==> src/rtl/dmem_arbiter_if.sv <==
// dmem_arbiter_if: bundle of the data-memory arbiter's bus signals.
//   CPU side : cpu_wea, cpu_rea, cpu_addr, cpu_din, cpu_en -> arbiter; cpu_dout, mem_hold <- arbiter
//   DMA side : dma_req, dma_we, dma_addr, dma_din, dma_en -> arbiter; dma_gnt, dma_rvalid, dma_dout <- arbiter
//   BRAM side: mem_wea, mem_rea, mem_en, mem_addr, mem_din <- arbiter; mem_dout -> arbiter
// Modport slave is the arbiter's view; modport master is the surrounding
// system (pipeline, DMA engine and BRAM) driving it.
interface dmem_arbiter_if #(
  parameter int ADDR_W = 32,
  parameter int DATA_W = 32
);
  logic              cpu_wea;
  logic              cpu_rea;
  logic [ADDR_W-1:0] cpu_addr;
  logic [DATA_W-1:0] cpu_din;
  logic [3:0]        cpu_en;
  logic [DATA_W-1:0] cpu_dout;
  logic              mem_hold;

  logic              dma_req;
  logic              dma_we;
  logic [ADDR_W-1:0] dma_addr;
  logic [DATA_W-1:0] dma_din;
  logic [3:0]        dma_en;
  logic              dma_gnt;
  logic              dma_rvalid;
  logic [DATA_W-1:0] dma_dout;

  logic              mem_wea;
  logic              mem_rea;
  logic [3:0]        mem_en;
  logic [ADDR_W-1:0] mem_addr;
  logic [DATA_W-1:0] mem_din;
  logic [DATA_W-1:0] mem_dout;

  modport slave (
    input  cpu_wea, cpu_rea, cpu_addr, cpu_din, cpu_en,
    output cpu_dout, mem_hold,
    input  dma_req, dma_we, dma_addr, dma_din, dma_en,
    output dma_gnt, dma_rvalid, dma_dout,
    output mem_wea, mem_rea, mem_en, mem_addr, mem_din,
    input  mem_dout
  );

  modport master (
    output cpu_wea, cpu_rea, cpu_addr, cpu_din, cpu_en,
    input  cpu_dout, mem_hold,
    output dma_req, dma_we, dma_addr, dma_din, dma_en,
    input  dma_gnt, dma_rvalid, dma_dout,
    input  mem_wea, mem_rea, mem_en, mem_addr, mem_din,
    output mem_dout
  );
endinterface

==> src/rtl/dmem_arbiter.sv <==
// dmem_arbiter: shares one single-port synchronous data BRAM between the
// CPU MEM stage and a DMA requester, one access per cycle.
//   clk : system clock
//   Rst : asynchronous active-high reset
//   bus : dmem_arbiter_if.slave (CPU request/load data + mem_hold,
//         DMA request/grant/read return, BRAM port)
// The CPU normally has priority; a DMA request left waiting for STARVE_LIM
// cycles wins one forced cycle, during which mem_hold stalls the pipeline.
// BRAM read data returns one cycle after the access; the CPU's last load
// result is kept in cpu_rdata_q so DMA traffic never disturbs write-back.
module dmem_arbiter #(
  parameter int ADDR_W     = 32,
  parameter int DATA_W     = 32,
  parameter int STARVE_LIM = 8
) (
  input  logic          clk,
  input  logic          Rst,
  dmem_arbiter_if.slave bus
);

  typedef enum logic [1:0] {
    OWN_NONE = 2'd0,
    OWN_CPU  = 2'd1,
    OWN_DMA  = 2'd2
  } owner_e;

  localparam logic [7:0] LIM = 8'(STARVE_LIM);

  owner_e            owner;
  owner_e            rd_owner_d, rd_owner_q;
  logic [7:0]        starve_cnt_d, starve_cnt_q;
  logic [DATA_W-1:0] cpu_rdata_d, cpu_rdata_q;

  logic              cpu_req;
  logic              force_dma;
  logic              gnt;
  logic              mux_wea;
  logic              mux_rea;
  logic [3:0]        mux_en;
  logic [ADDR_W-1:0] mux_addr;
  logic [DATA_W-1:0] mux_din;

  // Owner selection; reset forces the port idle so nothing reaches the BRAM.
  always_comb begin
    cpu_req   = bus.cpu_wea | bus.cpu_rea;
    force_dma = (starve_cnt_q == LIM);
    owner     = OWN_NONE;
    if (!Rst) begin
      if (force_dma && bus.dma_req) owner = OWN_DMA;
      else if (cpu_req)             owner = OWN_CPU;
      else if (bus.dma_req)         owner = OWN_DMA;
    end
  end

  // Port mux. A CPU access with both wea and rea set is a store, so rea is
  // masked there. When idle, address/data still follow the CPU.
  always_comb begin
    mux_wea  = 1'b0;
    mux_rea  = 1'b0;
    mux_en   = 4'b0000;
    mux_addr = bus.cpu_addr;
    mux_din  = bus.cpu_din;
    case (owner)
      OWN_CPU: begin
        mux_wea = bus.cpu_wea;
        mux_rea = bus.cpu_rea & ~bus.cpu_wea;
        mux_en  = bus.cpu_en;
      end
      OWN_DMA: begin
        mux_wea  = bus.dma_we;
        mux_rea  = ~bus.dma_we;
        mux_en   = bus.dma_en;
        mux_addr = bus.dma_addr;
        mux_din  = bus.dma_din;
      end
      default: ;
    endcase
  end

  // Next-state: starvation counter, read-return owner, held CPU load data.
  always_comb begin
    gnt = (owner == OWN_DMA);

    starve_cnt_d = starve_cnt_q;
    if (gnt || !bus.dma_req)  starve_cnt_d = 8'd0;
    else if (!force_dma)      starve_cnt_d = starve_cnt_q + 8'd1;

    rd_owner_d = OWN_NONE;
    if (owner == OWN_CPU && bus.cpu_rea && !bus.cpu_wea) rd_owner_d = OWN_CPU;
    else if (owner == OWN_DMA && !bus.dma_we)            rd_owner_d = OWN_DMA;

    cpu_rdata_d = (rd_owner_q == OWN_CPU) ? bus.mem_dout : cpu_rdata_q;
  end

  always_ff @(posedge clk or posedge Rst) begin
    if (Rst) begin
      starve_cnt_q <= 8'd0;
      rd_owner_q   <= OWN_NONE;
      cpu_rdata_q  <= '0;
    end else begin
      starve_cnt_q <= starve_cnt_d;
      rd_owner_q   <= rd_owner_d;
      cpu_rdata_q  <= cpu_rdata_d;
    end
  end

  assign bus.mem_wea    = mux_wea;
  assign bus.mem_rea    = mux_rea;
  assign bus.mem_en     = mux_en;
  assign bus.mem_addr   = mux_addr;
  assign bus.mem_din    = mux_din;
  assign bus.dma_gnt    = gnt;
  assign bus.mem_hold   = cpu_req & gnt;
  assign bus.dma_rvalid = (rd_owner_q == OWN_DMA);
  assign bus.dma_dout   = bus.mem_dout;
  // Load data is live from the BRAM the cycle after a CPU read, otherwise held.
  assign bus.cpu_dout   = (rd_owner_q == OWN_CPU) ? bus.mem_dout : cpu_rdata_q;

endmodule
==> src/flat_wrapper.sv <==
// flat-port wrapper written by rule: the top's interface ports become plain ports
module dmem_arbiter_flat 
#(
  parameter int ADDR_W     = 32,
  parameter int DATA_W     = 32,
  parameter int STARVE_LIM = 8
)
  (clk, Rst, bus_cpu_wea, bus_cpu_rea, bus_cpu_addr, bus_cpu_din, bus_cpu_en, bus_cpu_dout, bus_mem_hold, bus_dma_req, bus_dma_we, bus_dma_addr, bus_dma_din, bus_dma_en, bus_dma_gnt, bus_dma_rvalid, bus_dma_dout, bus_mem_wea, bus_mem_rea, bus_mem_en, bus_mem_addr, bus_mem_din, bus_mem_dout);
  dmem_arbiter_if #(.ADDR_W(ADDR_W), .DATA_W(DATA_W)) bus_i ();
  input  logic clk;
  input  logic Rst;
  input wire logic [$bits(bus_i.cpu_wea)-1:0] bus_cpu_wea;
  input wire logic [$bits(bus_i.cpu_rea)-1:0] bus_cpu_rea;
  input wire logic [$bits(bus_i.cpu_addr)-1:0] bus_cpu_addr;
  input wire logic [$bits(bus_i.cpu_din)-1:0] bus_cpu_din;
  input wire logic [$bits(bus_i.cpu_en)-1:0] bus_cpu_en;
  output wire logic [$bits(bus_i.cpu_dout)-1:0] bus_cpu_dout;
  output wire logic [$bits(bus_i.mem_hold)-1:0] bus_mem_hold;
  input wire logic [$bits(bus_i.dma_req)-1:0] bus_dma_req;
  input wire logic [$bits(bus_i.dma_we)-1:0] bus_dma_we;
  input wire logic [$bits(bus_i.dma_addr)-1:0] bus_dma_addr;
  input wire logic [$bits(bus_i.dma_din)-1:0] bus_dma_din;
  input wire logic [$bits(bus_i.dma_en)-1:0] bus_dma_en;
  output wire logic [$bits(bus_i.dma_gnt)-1:0] bus_dma_gnt;
  output wire logic [$bits(bus_i.dma_rvalid)-1:0] bus_dma_rvalid;
  output wire logic [$bits(bus_i.dma_dout)-1:0] bus_dma_dout;
  output wire logic [$bits(bus_i.mem_wea)-1:0] bus_mem_wea;
  output wire logic [$bits(bus_i.mem_rea)-1:0] bus_mem_rea;
  output wire logic [$bits(bus_i.mem_en)-1:0] bus_mem_en;
  output wire logic [$bits(bus_i.mem_addr)-1:0] bus_mem_addr;
  output wire logic [$bits(bus_i.mem_din)-1:0] bus_mem_din;
  input wire logic [$bits(bus_i.mem_dout)-1:0] bus_mem_dout;
  assign bus_i.cpu_wea = bus_cpu_wea;
  assign bus_i.cpu_rea = bus_cpu_rea;
  assign bus_i.cpu_addr = bus_cpu_addr;
  assign bus_i.cpu_din = bus_cpu_din;
  assign bus_i.cpu_en = bus_cpu_en;
  assign bus_cpu_dout = bus_i.cpu_dout;
  assign bus_mem_hold = bus_i.mem_hold;
  assign bus_i.dma_req = bus_dma_req;
  assign bus_i.dma_we = bus_dma_we;
  assign bus_i.dma_addr = bus_dma_addr;
  assign bus_i.dma_din = bus_dma_din;
  assign bus_i.dma_en = bus_dma_en;
  assign bus_dma_gnt = bus_i.dma_gnt;
  assign bus_dma_rvalid = bus_i.dma_rvalid;
  assign bus_dma_dout = bus_i.dma_dout;
  assign bus_mem_wea = bus_i.mem_wea;
  assign bus_mem_rea = bus_i.mem_rea;
  assign bus_mem_en = bus_i.mem_en;
  assign bus_mem_addr = bus_i.mem_addr;
  assign bus_mem_din = bus_i.mem_din;
  assign bus_i.mem_dout = bus_mem_dout;
  dmem_arbiter #(.ADDR_W(ADDR_W), .DATA_W(DATA_W), .STARVE_LIM(STARVE_LIM)) u_core (.clk(clk), .Rst(Rst), .bus(bus_i));
endmodule
==> config.mk <==
export PLATFORM = sky130hd
export DESIGN_NAME = dmem_arbiter_flat
export DESIGN_NICKNAME = d
export VERILOG_FILES = /design/src/rtl/dmem_arbiter_if.sv /design/src/rtl/dmem_arbiter.sv /design/src/flat_wrapper.sv
export SDC_FILE = /design/constraint.sdc
export NUM_CORES = 1
export LEC_CHECK = 0
export CORE_AREA = 2 2 119 121
export CTS_CLUSTER_SIZE = 20
export DETAILED_ROUTE_END_ITERATION = 12
export DIE_AREA = 0 0 121 123
export SKIP_CTS_REPAIR_TIMING = 1
export SLEW_MARGIN = 20
export SYNTH_ARGS = -nofsm -noshare
export SYNTH_HDL_FRONTEND = slang
export SYNTH_SLANG_ARGS = --single-unit
==> constraint.sdc <==
create_clock -name clk -period 3.4 [get_ports clk]
set_input_delay 0.68 -clock clk [delete_from_list [all_inputs] [get_ports clk]]
set_output_delay 0.68 -clock clk [all_outputs]
set_load 0.02 [all_outputs]
==> results of run 1 <==
[cell families (layout without fill, tap and decap cells)]
| kind of cell | after synthesis | after routing |
|---|---|---|
| flip-flops | 42 | 42 |
| adder cells (fa/ha/maj) | 5 | 5 |
| AND/OR/NAND/NOR | 38 | 38 |
| buffers and inverters | 48 | 341 |
| XOR/XNOR | 2 | 2 |
| AO/OA/AOI/OAI | 17 | 17 |
| multiplexers | 97 | 97 |
[metal layers]
metal / vias to the layer above / global-route usage
met5: - / 0
met4: 0 / 0.0465
met2: 177 / 0.316
li1: 1431 / -
met3: 15 / 0.0581
met1: 1373 / 0.157
[through the flow]
step / setup WS (ps) / instance area, um2 / power (mW) / hold slack [ps]
floorplan: 316 / 2890 / 1.07 / 539
finish: 128 / 6410 / 2.06 / 485
CTS: -261 / 6210 / 2.10 / 495
global placement: -218 / 6070 / 1.63 / 467
detailed placement: -226 / 6070 / 1.64 / 482
global route: -4.29 / 6410 / 2.16 / 502
[power groups by stage]
stage	Sequential, mW	Combinational [mW]	Clock (mW)
2_1_floorplan	0.619	0.453	0
3_3_place_gp	0.621	1.01	0
3_5_place_dp	0.625	1.01	0
4_1_cts	0.616	1.02	0.471
5_1_grt	0.624	1.05	0.488
6_report	0.614	0.992	0.451
[state kept, by name, summed over array words and instances (netlist names)]
register and flops:
u_core.cpu_rdata_q 32, u_core.rd_owner_q 2, u_core.starve_cnt_q 8
[layout make-up]
class / count / area share
sequential: 42 / 0.164
clock buffer: 6 / 0.0201
tap: 180 / 0.0351
clock inverter: 2 / 0.00215
multi-input combinational: 159 / 0.236
inverter: 3 / 0.00176
timing repair buffer: 330 / 0.541
[critical path, delay by kind of cell]
kind | cells | cell delay [ps]
and+or+nand+nor | 1 | 170
adders and majority gates | 1 | 210
buffers and inverters | 3 | 1310
AOI/OAI and AO/OA | 1 | 210
[cell usage in the layout (no fill, tap or decap), types with 2 or more instances in the layout]
cell               n
nand4_1            2
mux2_1             2
dlymetal6s2s_1    71
nand2b_1           2
mux2_2            94
or3_1              3
clkbuf_16          5
ha_1               4
inv_1              3
xor2_1             2
a22oi_1            5
nand2_1            5
buf_12             3
a21oi_1            3
clkdlybuf4s50_1  239
nand3_1            4
nor2_1            10
buf_4             17
nor2b_1            5
o21ai_0            5
dfrtp_1           42
[path summary, 6_finish.rpt]
| kind | startpoint | end | slack [ps] | cells after the start |
|---|---|---|---|---|
| setup / recovery | bus_dma_req | bus_dma_gnt | 130 | 6 |
| hold / removal | u_core.cpu_rdata_q[6] | u_core.cpu_rdata_q[6] | 490 | 1 |
| setup reg to reg | u_core.starve_cnt_q[0] | u_core.starve_cnt_q[1] | 1160 | 10 |
| hold reg to reg | u_core.cpu_rdata_q[6] | u_core.cpu_rdata_q[6] | 490 | 1 |
| max in group asynchronous | Rst | u_core.cpu_rdata_q[0] | 1600 | 4 |
| min in group asynchronous | Rst | u_core.starve_cnt_q[3] | 1120 | 3 |
==> run metrics, run 1 <==
Reg power frac 0.299; yosys warns 0; Critical-path top delay cell clkdlybuf4s50_1; Clock Skew 6.31 ps; xor/xnor cell area share of the yosys netlist 0.00605; fraction of the mapped netlist area in adder cells 0.0216; Slew @ Worst Pin ~890 ps; Total GRT Usage 0.161; Vias approximately 3k; area of the die 14900 um2; CTS Buf Count 5; switching part of the total 0.304; first-pass GRT wire length 18.0 mm; largest family of logic cells by synthesized area multiplexers; first drt pass iteration count 4; top cells by area, synth mux2_2 37%, dfrtp_1 36%, buf_4 8.3%, buf_6 2.3%, ha_1 2.2%; DIE WIDTH 121 um; number of flops mapped to enable cells by yosys 0; Int Power approximately 1.4 mW; synthesized area 2890 um2; Top cell by count, worst path clkdlybuf4s50_1; wire length on met2 7.15 mm; vias per cell ~4.1; Post-DRT Antenna Nets 0; met3 routed WL between 1 and 1.5 mm; Pleak about 3.1 nW; Finish-stage setup viols 0; maximum fanout along the worst path 29; initial antenna violation count 0; Max Slew Vio Count 0; register area share after synthesis 0.363; fill cell count around 1.3k; largest area contributor in the netlist mux2_2; routed length per instance between 15 and 20 um; clk_lat worst skew around 280 ps; IO Count 311; Fmax 306 MHz; Power Dens Cells 321 nW/um2; Initial Util 0.213; Antenna Diode Count 0; Fin. Hold Viols 0; Post-Layout Cell Count a little over 700; post-synthesis cell type count 31; outcome completed; worst-path cell chain clkdlybuf4s50_1, nor2b_1, o21a_1, ha_4, buf_12, clkdlybuf4s50_1; Sw Pwr about 0.63 mW; max_slew headroom 0.406; final period utilization 0.962; fin crit period 3270 ps; Mapped Cells approximately 250; CP arrival 2590 ps; Layout area overhead 122%; combinational power share 0.482; met1 wire length 4.14 mm; Nets 720; HPWL after DPL around 11 mm; setup TNS 0 ps; register area between 1000 and 1500 um2; post-synthesis compound-gate area fraction 0.0372; core area 13600 um2; Min-Delay Path Class reg -> reg; Synth Register Bits 42; Remaining DRCs 0; TritonCTS clock tree done; drt total wl 12.9 mm; Max clock buf depth 2; # placed instances 714; vias in the first global route approximately 3.1k; largest net degree at the start of global routing 30; Reg clk slew, reported paths around 50 ps; multi-input logic area between 1500 and 2000 um2; H-tree levels 2; die height approximately 120 um; Synth Net Count approximately 430; port buffer count a little over 300; layout cell share with drive strength beyond 1 0.231; cell row count 43; Critical Path Max Stage Delay about 630 ps; Crit. End Element primary output; total clock sinks between 40 and 50; async set-reset flop share out of synthesis 1.00; clk root buf clkbuf_16; Worst IR Drop VDD about 0.16 mV; maxcap violations 0; Synth top area share 0.366; Synth Area per Inst ~12 um2; top routing layer in use met4; mux contribution to synthesized area 0.377; Synth Area in Simple Gates 0.0726; most frequent cell after synthesis mux2_2; top_reg_cell synth dfrtp_1; total grt overflow 0; critical path class in -> out; GPL Wtd Cong 0.820; crit path launch type input port; drt initial violations 70; Final Util 0.471; power share of the clock group 0.219; top post-synthesis cells by count 94 x mux2_2, 42 x dfrtp_1, 32 x buf_4; worst path required time between 2000 and 3000 ps
Note: power is estimated with default switching activity, not from simulation.
==> run 2, diff against run 1 <==
--- a/config.mk
+++ b/config.mk
@@ -5,10 +5,12 @@
 export SDC_FILE = /design/constraint.sdc
 export NUM_CORES = 1
 export LEC_CHECK = 0
-export CORE_AREA = 2 2 119 121
+export CORE_AREA = 8 8 115 117
 export CTS_CLUSTER_SIZE = 20
 export DETAILED_ROUTE_END_ITERATION = 12
-export DIE_AREA = 0 0 121 123
+export DIE_AREA = 0 0 123 125
+export HOLD_SLACK_MARGIN = 0.12
+export PLACE_DENSITY = 0.74
 export SKIP_CTS_REPAIR_TIMING = 1
 export SLEW_MARGIN = 20
 export SYNTH_ARGS = -nofsm -noshare
==> run 2 against run 1 <==
Core utilization rose by 7.9 points. Count of clock-buffer cells in the layout fell by 1. Flip-flop and latch count did not move. Sequential power barely moved. Non-clock buffer count rose by 11. Hold slack got worse by 7.4 ps. Cell area fell by 0.41%. Combinational power barely moved. Power fell by 0.40%. Largest cell class unchanged. Highest routed layer unchanged.
==> run metrics, run 2 (synthesized netlist as in run 1, its figures left out) <==
Finish-stage setup viols 0 (unchanged); vias in the first global route 3444 (+10%); crit path launch type input port; Clock Skew 1.43 ps (-4.88 ps); Max Slew Vio Count 0 (unchanged); layout cell share with drive strength beyond 1 0.259 (+0.0284); Initial Util 0.249 (+0.0366); # placed instances 692 (-3.1%); critical path class in -> out; Critical Path Max Stage Delay 470 ps (-160 ps); setup TNS 0 ps (unchanged); IO Count 311 (unchanged); Post-DRT Antenna Nets 0 (unchanged); Fmax 306 MHz (about the same); Pleak 3.13 nW (about the same); Antenna Diode Count 0 (unchanged); GR peak layer met2; CP top delay family buffers and inverters; die height 125 um (+1.6%); initial antenna violation count 0 (unchanged); maxcap violations 0 (unchanged); CP arrival 2590 ps (about the same); Power Dens Cells 321 nW/um2 (about the same); drt initial violations 64 (-8.6%); Remaining DRCs 0 (unchanged); Nets 731 (+1.5%); total grt overflow 0 (unchanged); Critical-path top delay cell clkdlybuf4s50_1; clk root buf clkbuf_16; Total Power 2.05 mW (-0.40%); largest registers u_core.cpu_rdata_q x32, u_core.starve_cnt_q x8, u_core.rd_owner_q x2; core area 11600 um2 (-15%); Reg power frac 0.301 (+0.002); Int Power 1.42 mW (-0.51%); combinational power share 0.490 (+0.008); max_slew headroom 0.651 (+0.244); first-pass GRT wire length 20.5 mm (+14%); worst path required time 2720 ps (about the same); power share of the clock group 0.209 (-0.010); HPWL after DPL 12.7 mm (+13%); Vias 3048 (+1.7%); H-tree levels 2 (unchanged); Min-Delay Path Class reg -> reg; cell row count 40 (-7.0%); Reg2Reg Setup Slack 1230 ps (+70 ps); Max clock buf depth 2 (unchanged); CP Buf/Inv Count 4 (+1); placed inst area 6100 um2 (+0.43%); Post-Layout Cell Count 699 (-3.2%); Reg clk slew, reported paths 50 ps (about the same); Sw Pwr 0.624 mW (-0.15%); DIE WIDTH 123 um (+1.7%); total clock sinks 42 (unchanged); fin crit period 3270 ps (-2.97 ps); maximum fanout along the worst path 15 (-48%); Worst IR Drop VDD 0.323 mV (+99%); worst-path cell chain clkdlybuf4s50_1, nor2b_1, o21a_1, ha_2, buf_12, buf_4, mux2_2, dlymetal6s2s_1; first drt pass iteration count 3 (-1); TritonCTS clock tree done; Fin. Hold Viols 0 (unchanged); clk_lat worst skew 270 ps (about the same); CTS Buf Count 5 (unchanged); met1 Usage GRT 0.163 (+0.00587); largest net degree at the start of global routing 43 (+43%); met3 GRT Util 0.0729 (+0.0148); GPL Wtd Cong 0.865 (+5.5%); max reg flops 32 (unchanged); drt total wl 14.1 mm (+9.7%); outcome completed; commonest cells after routing, fill and taps aside 238 x clkdlybuf4s50_1, 94 x mux2_2, 66 x dlymetal6s2s_1; pre-CTS setup slack -251 ps (-25.2 ps); Largest Register u_core.cpu_rdata_q; most common cell after layout, fill and taps aside clkdlybuf4s50_1; port buffer count 310 (unchanged); Crit. End Element primary output; cell area after layout 6390 um2 (-0.41%); fin worst setup slack 131 ps (+2.97 ps); Total GRT Usage 0.173 (+0.0124); area of the die 15400 um2 (+3.3%); vias per cell 4.36 (+5.1%); GR Util met2 0.326 (+0.0104); routed length per instance 20.2 um (+13%); final period utilization 0.962 (about the same); switching part of the total 0.305 (+0.000766); Layout area overhead 121%; Slew @ Worst Pin 524 ps (-365 ps)
-- run 2: cell types whose count changed in the layout (fill, tap and decap cells not counted), sizes merged --
cell	before	now
buf	20	32
clkbuf	6	10
clkdlybuf4s50	239	238
dlymetal6s2s	71	66
-- run 2: area by class of cell --
class | count | area (um2)
Clock buffer | 5 | 125
Inverter | 3 | 11.3
Fill cell | 997 | 5220
Sequential cell | 42 | 1050
Clock inverter | 2 | 10.0
Timing Repair Buffer | 341 | 3500
Multi-Input combinational cell | 159 | 1510
Tap cell | 147 | 184
-- run 2: final timing paths --
check,to,depth (start not counted),start
max,bus_mem_addr[29],8,bus_dma_req
min,u_core.cpu_rdata_q[6],1,u_core.cpu_rdata_q[6]
max reg2reg,u_core.starve_cnt_q[2],10,u_core.starve_cnt_q[0]
min reg2reg,u_core.cpu_rdata_q[6],1,u_core.cpu_rdata_q[6]
max in group asynchronous,u_core.cpu_rdata_q[1],4,Rst
min in group asynchronous,u_core.rd_owner_q[1],4,Rst
-- run 2: power groups by stage --
| stage | registers [mW] | clock network [mW] | logic (mW) |
|---|---|---|---|
| global placement | 0.621 | 0 | 1.01 |
| detailed placement | 0.626 | 0 | 1.03 |
| global route | 0.626 | 0.468 | 1.06 |
| CTS | 0.618 | 0.445 | 1.03 |
| floorplan | 0.619 | 0 | 0.453 |
| finish | 0.616 | 0.429 | 1.00 |
-- run 2: metal layers --
layer / share of wire / up-vias / wire, um
li1: - / 1459 / -
met1: 0.32 / 1390 / 4460
met2: 0.53 / 179 / 7470
met3: 0.12 / 20 / 1750
met4: 0.031 / 0 / 440
met5: 0 / - / 0
-- run 2: metrics by stage --
| step | util | hold WS [ps] |
|---|---|---|
| floorplan | - | 539 |
| global placement | 0.525 | 467 |
| detailed placement | 0.525 | 474 |
| CTS | 0.537 | 486 |
| global route | 0.550 | 496 |
| finish | 0.550 | 478 |
==> run 3, diff against run 2 <==
--- a/config.mk
+++ b/config.mk
@@ -5,12 +5,13 @@
 export SDC_FILE = /design/constraint.sdc
 export NUM_CORES = 1
 export LEC_CHECK = 0
-export CORE_AREA = 8 8 115 117
+export CORE_MARGIN = 8
+export CORE_UTILIZATION = 26
+export CTS_BUF_LIST = sky130_fd_sc_hd__clkbuf_8 sky130_fd_sc_hd__clkbuf_16
 export CTS_CLUSTER_SIZE = 20
 export DETAILED_ROUTE_END_ITERATION = 12
-export DIE_AREA = 0 0 123 125
 export HOLD_SLACK_MARGIN = 0.12
-export PLACE_DENSITY = 0.74
+export PLACE_DENSITY = 0.78
 export SKIP_CTS_REPAIR_TIMING = 1
 export SLEW_MARGIN = 20
 export SYNTH_ARGS = -nofsm -noshare
==> constraint.sdc (replaced) <==
create_clock -name clk -period 2.9 [get_ports clk]
set_input_delay 0.58 -clock clk [delete_from_list [all_inputs] [get_ports clk]]
set_output_delay 0.58 -clock clk [all_outputs]
set_load 0.02 [all_outputs]
==> run 3 against run 2 <==
The flow now finishes with violations (setup timing). Die area down 4.0%. Flip-flop and latch count unchanged. Setup slack worse by 300 ps. First-iteration DRC count up 33%. Largest cell class unchanged. Register-to-register slack worse by 720 ps. Largest power group unchanged. Power up 18%. Routed wire length up 9.6%. Core utilization up 5.8 points. Sequential share of layout area down 0.51 points. Count of clock-buffer cells in the layout unchanged.
==> run metrics, run 3 (synthesized netlist as in run 1, its figures left out) <==
Max clock buf depth 2 (unchanged); Nets 737 (+0.82%); Power Dens Cells 366 nW/um2 (+14%); Layout area overhead 128%; drt initial violations 85 (+33%); max_slew headroom 0.650 (-0.000726); HPWL after DPL 13.2 mm (+3.9%); # placed instances 680 (-1.7%); Clock Skew 10.1 ps (+8.63 ps); Fin. Hold Viols 0 (unchanged); fill cell count 857 (-14%); wire length on met2 8.47 mm (+13%); largest registers u_core.cpu_rdata_q x32, u_core.starve_cnt_q x8, u_core.rd_owner_q x2; drt total wl 15.5 mm (+9.6%); Max Slew Vio Count 0 (unchanged); Worst IR Drop VDD 0.256 mV (-21%); worst hold slack 488 ps (+9.61 ps); setup TNS -7160 ps (-7160 ps); Post-DRT Antenna Nets 0 (unchanged); CP arrival 2490 ps (-100 ps); core area 10800 um2 (-6.6%); register area 1050 um2 (unchanged); Fmax approximately 330 MHz; worst path required time 2320 ps (-400 ps); total clock sinks 42 (unchanged); Largest Register u_core.cpu_rdata_q; die height 122 um (-2.8%); fin crit period between 3000 and 4000 ps; critical path class in -> out; Worst Reg-to-Reg Cells 12 (+2); Vias 3140 (+3.0%); IO Count 311 (unchanged); H-tree levels 2 (unchanged); first drt pass iteration count 4 (+1); first-pass GRT wire length 20.8 mm (+1.4%); TritonCTS clock tree done; met1 wire length 4.73 mm (+6.0%); met3 routed WL 1.89 mm (+7.5%); largest net degree at the start of global routing 43 (unchanged); port buffer count 310 (unchanged); Final Util 0.608 (+0.0579); maximum fanout along the worst path 7 (-8); crit path launch type input port; outcome finished with violations; failing checks setup timing; DIE WIDTH 122 um (-1.2%); Pleak 2.85 nW (-9.0%); Worst Hold Path Cells 1 (unchanged); CTS Buf Count 5 (unchanged); Slew @ Worst Pin 525 ps (+1.09 ps); max reg flops 32 (unchanged); final period utilization 1.06; Reg clk slew, reported paths 70 ps (+20 ps); fin worst setup slack -173 ps (-304 ps); routed length per instance 22.1 um (+9.6%); multi-input logic area 1760 um2 (+17%); initial antenna violation count 0 (unchanged); clk_lat worst skew 290 ps (+20 ps); pre-CTS setup slack -523 ps (-271 ps); area of the die 14800 um2 (-4.0%); vias in the first global route 3426 (-0.52%); maxcap violations 0 (unchanged); most common cell after layout, fill and taps aside clkdlybuf4s50_1; top routing layer in use met4; vias per cell 4.49 (+3.0%); Remaining DRCs 0 (unchanged); Post-Layout Cell Count 699 (unchanged); Initial Util 0.267 (+0.0177); GPL Wtd Cong 0.918 (+6.1%); Crit. End Element primary output; RSZ-0062 raised after global routing yes; Min-Delay Path Class reg -> reg; Total GRT Usage 0.187 (+0.0136); total grt overflow 0 (unchanged); cell row count 38 (-5.0%); layout cell share with drive strength beyond 1 0.397 (+0.138); Antenna Diode Count 0 (unchanged); commonest cells after routing, fill and taps aside 238 x clkdlybuf4s50_1, 57 x buf_6, 52 x mux2_4; clk root buf clkbuf_8; Finish-stage setup viols 69 (+69)
run 3: final timing paths:
kind                                     endpoint                   start  slack [ps]
min reg2reg                 u_core.cpu_rdata_q[5]   u_core.cpu_rdata_q[5]         490
max reg2reg                u_core.starve_cnt_q[1]  u_core.starve_cnt_q[0]         510
min                         u_core.cpu_rdata_q[5]   u_core.cpu_rdata_q[5]         490
max in group asynchronous  u_core.cpu_rdata_q[10]                     Rst        1580
max                                   bus_mem_wea             bus_cpu_rea        -170
min in group asynchronous  u_core.starve_cnt_q[3]                     Rst         950
run 3: cell type report:
class / count / area share
Clock buffer: 5 / 0.0104
Clock inverter: 3 / 0.00569
Inverter: 3 / 0.00171
Multi-Input combinational cell: 159 / 0.267
Sequential cell: 42 / 0.159
Tap cell: 140 / 0.0266
Timing Repair Buffer: 347 / 0.529
run 3: worst max-delay path, cell delays in order:
cell and delay (ps):
clkdlybuf4s50_1 520, nor2_2 80, a211o_1 320, ha_4 190, buf_6 140, buf_6 140
buf_4 140, a22oi_1 160, nor2_1 60, buf_4 160
run 3: report_power, final:
group / internal, mW / switching, mW
clock: 0.250 / 0.183
sequential: 0.694 / 0.0281
combinational: 0.719 / 0.540
total: 1.66 / 0.751
run 3: through the flow:
stage / cell area (um2) / power, mW
after floorplan: 2910 / 1.26
after detailed placement: 6060 / 1.94
after CTS: 6170 / 2.38
after global routing: 6590 / 2.53
final: 6590 / 2.41
after global placement: 6060 / 1.91
run 3: metal layers:
metal | GRT usage | vias up
met5 | 0 | -
met4 | 0.0455 | 0
met3 | 0.105 | 26
met2 | 0.367 | 180
met1 | 0.157 | 1464
li1 | - | 1470
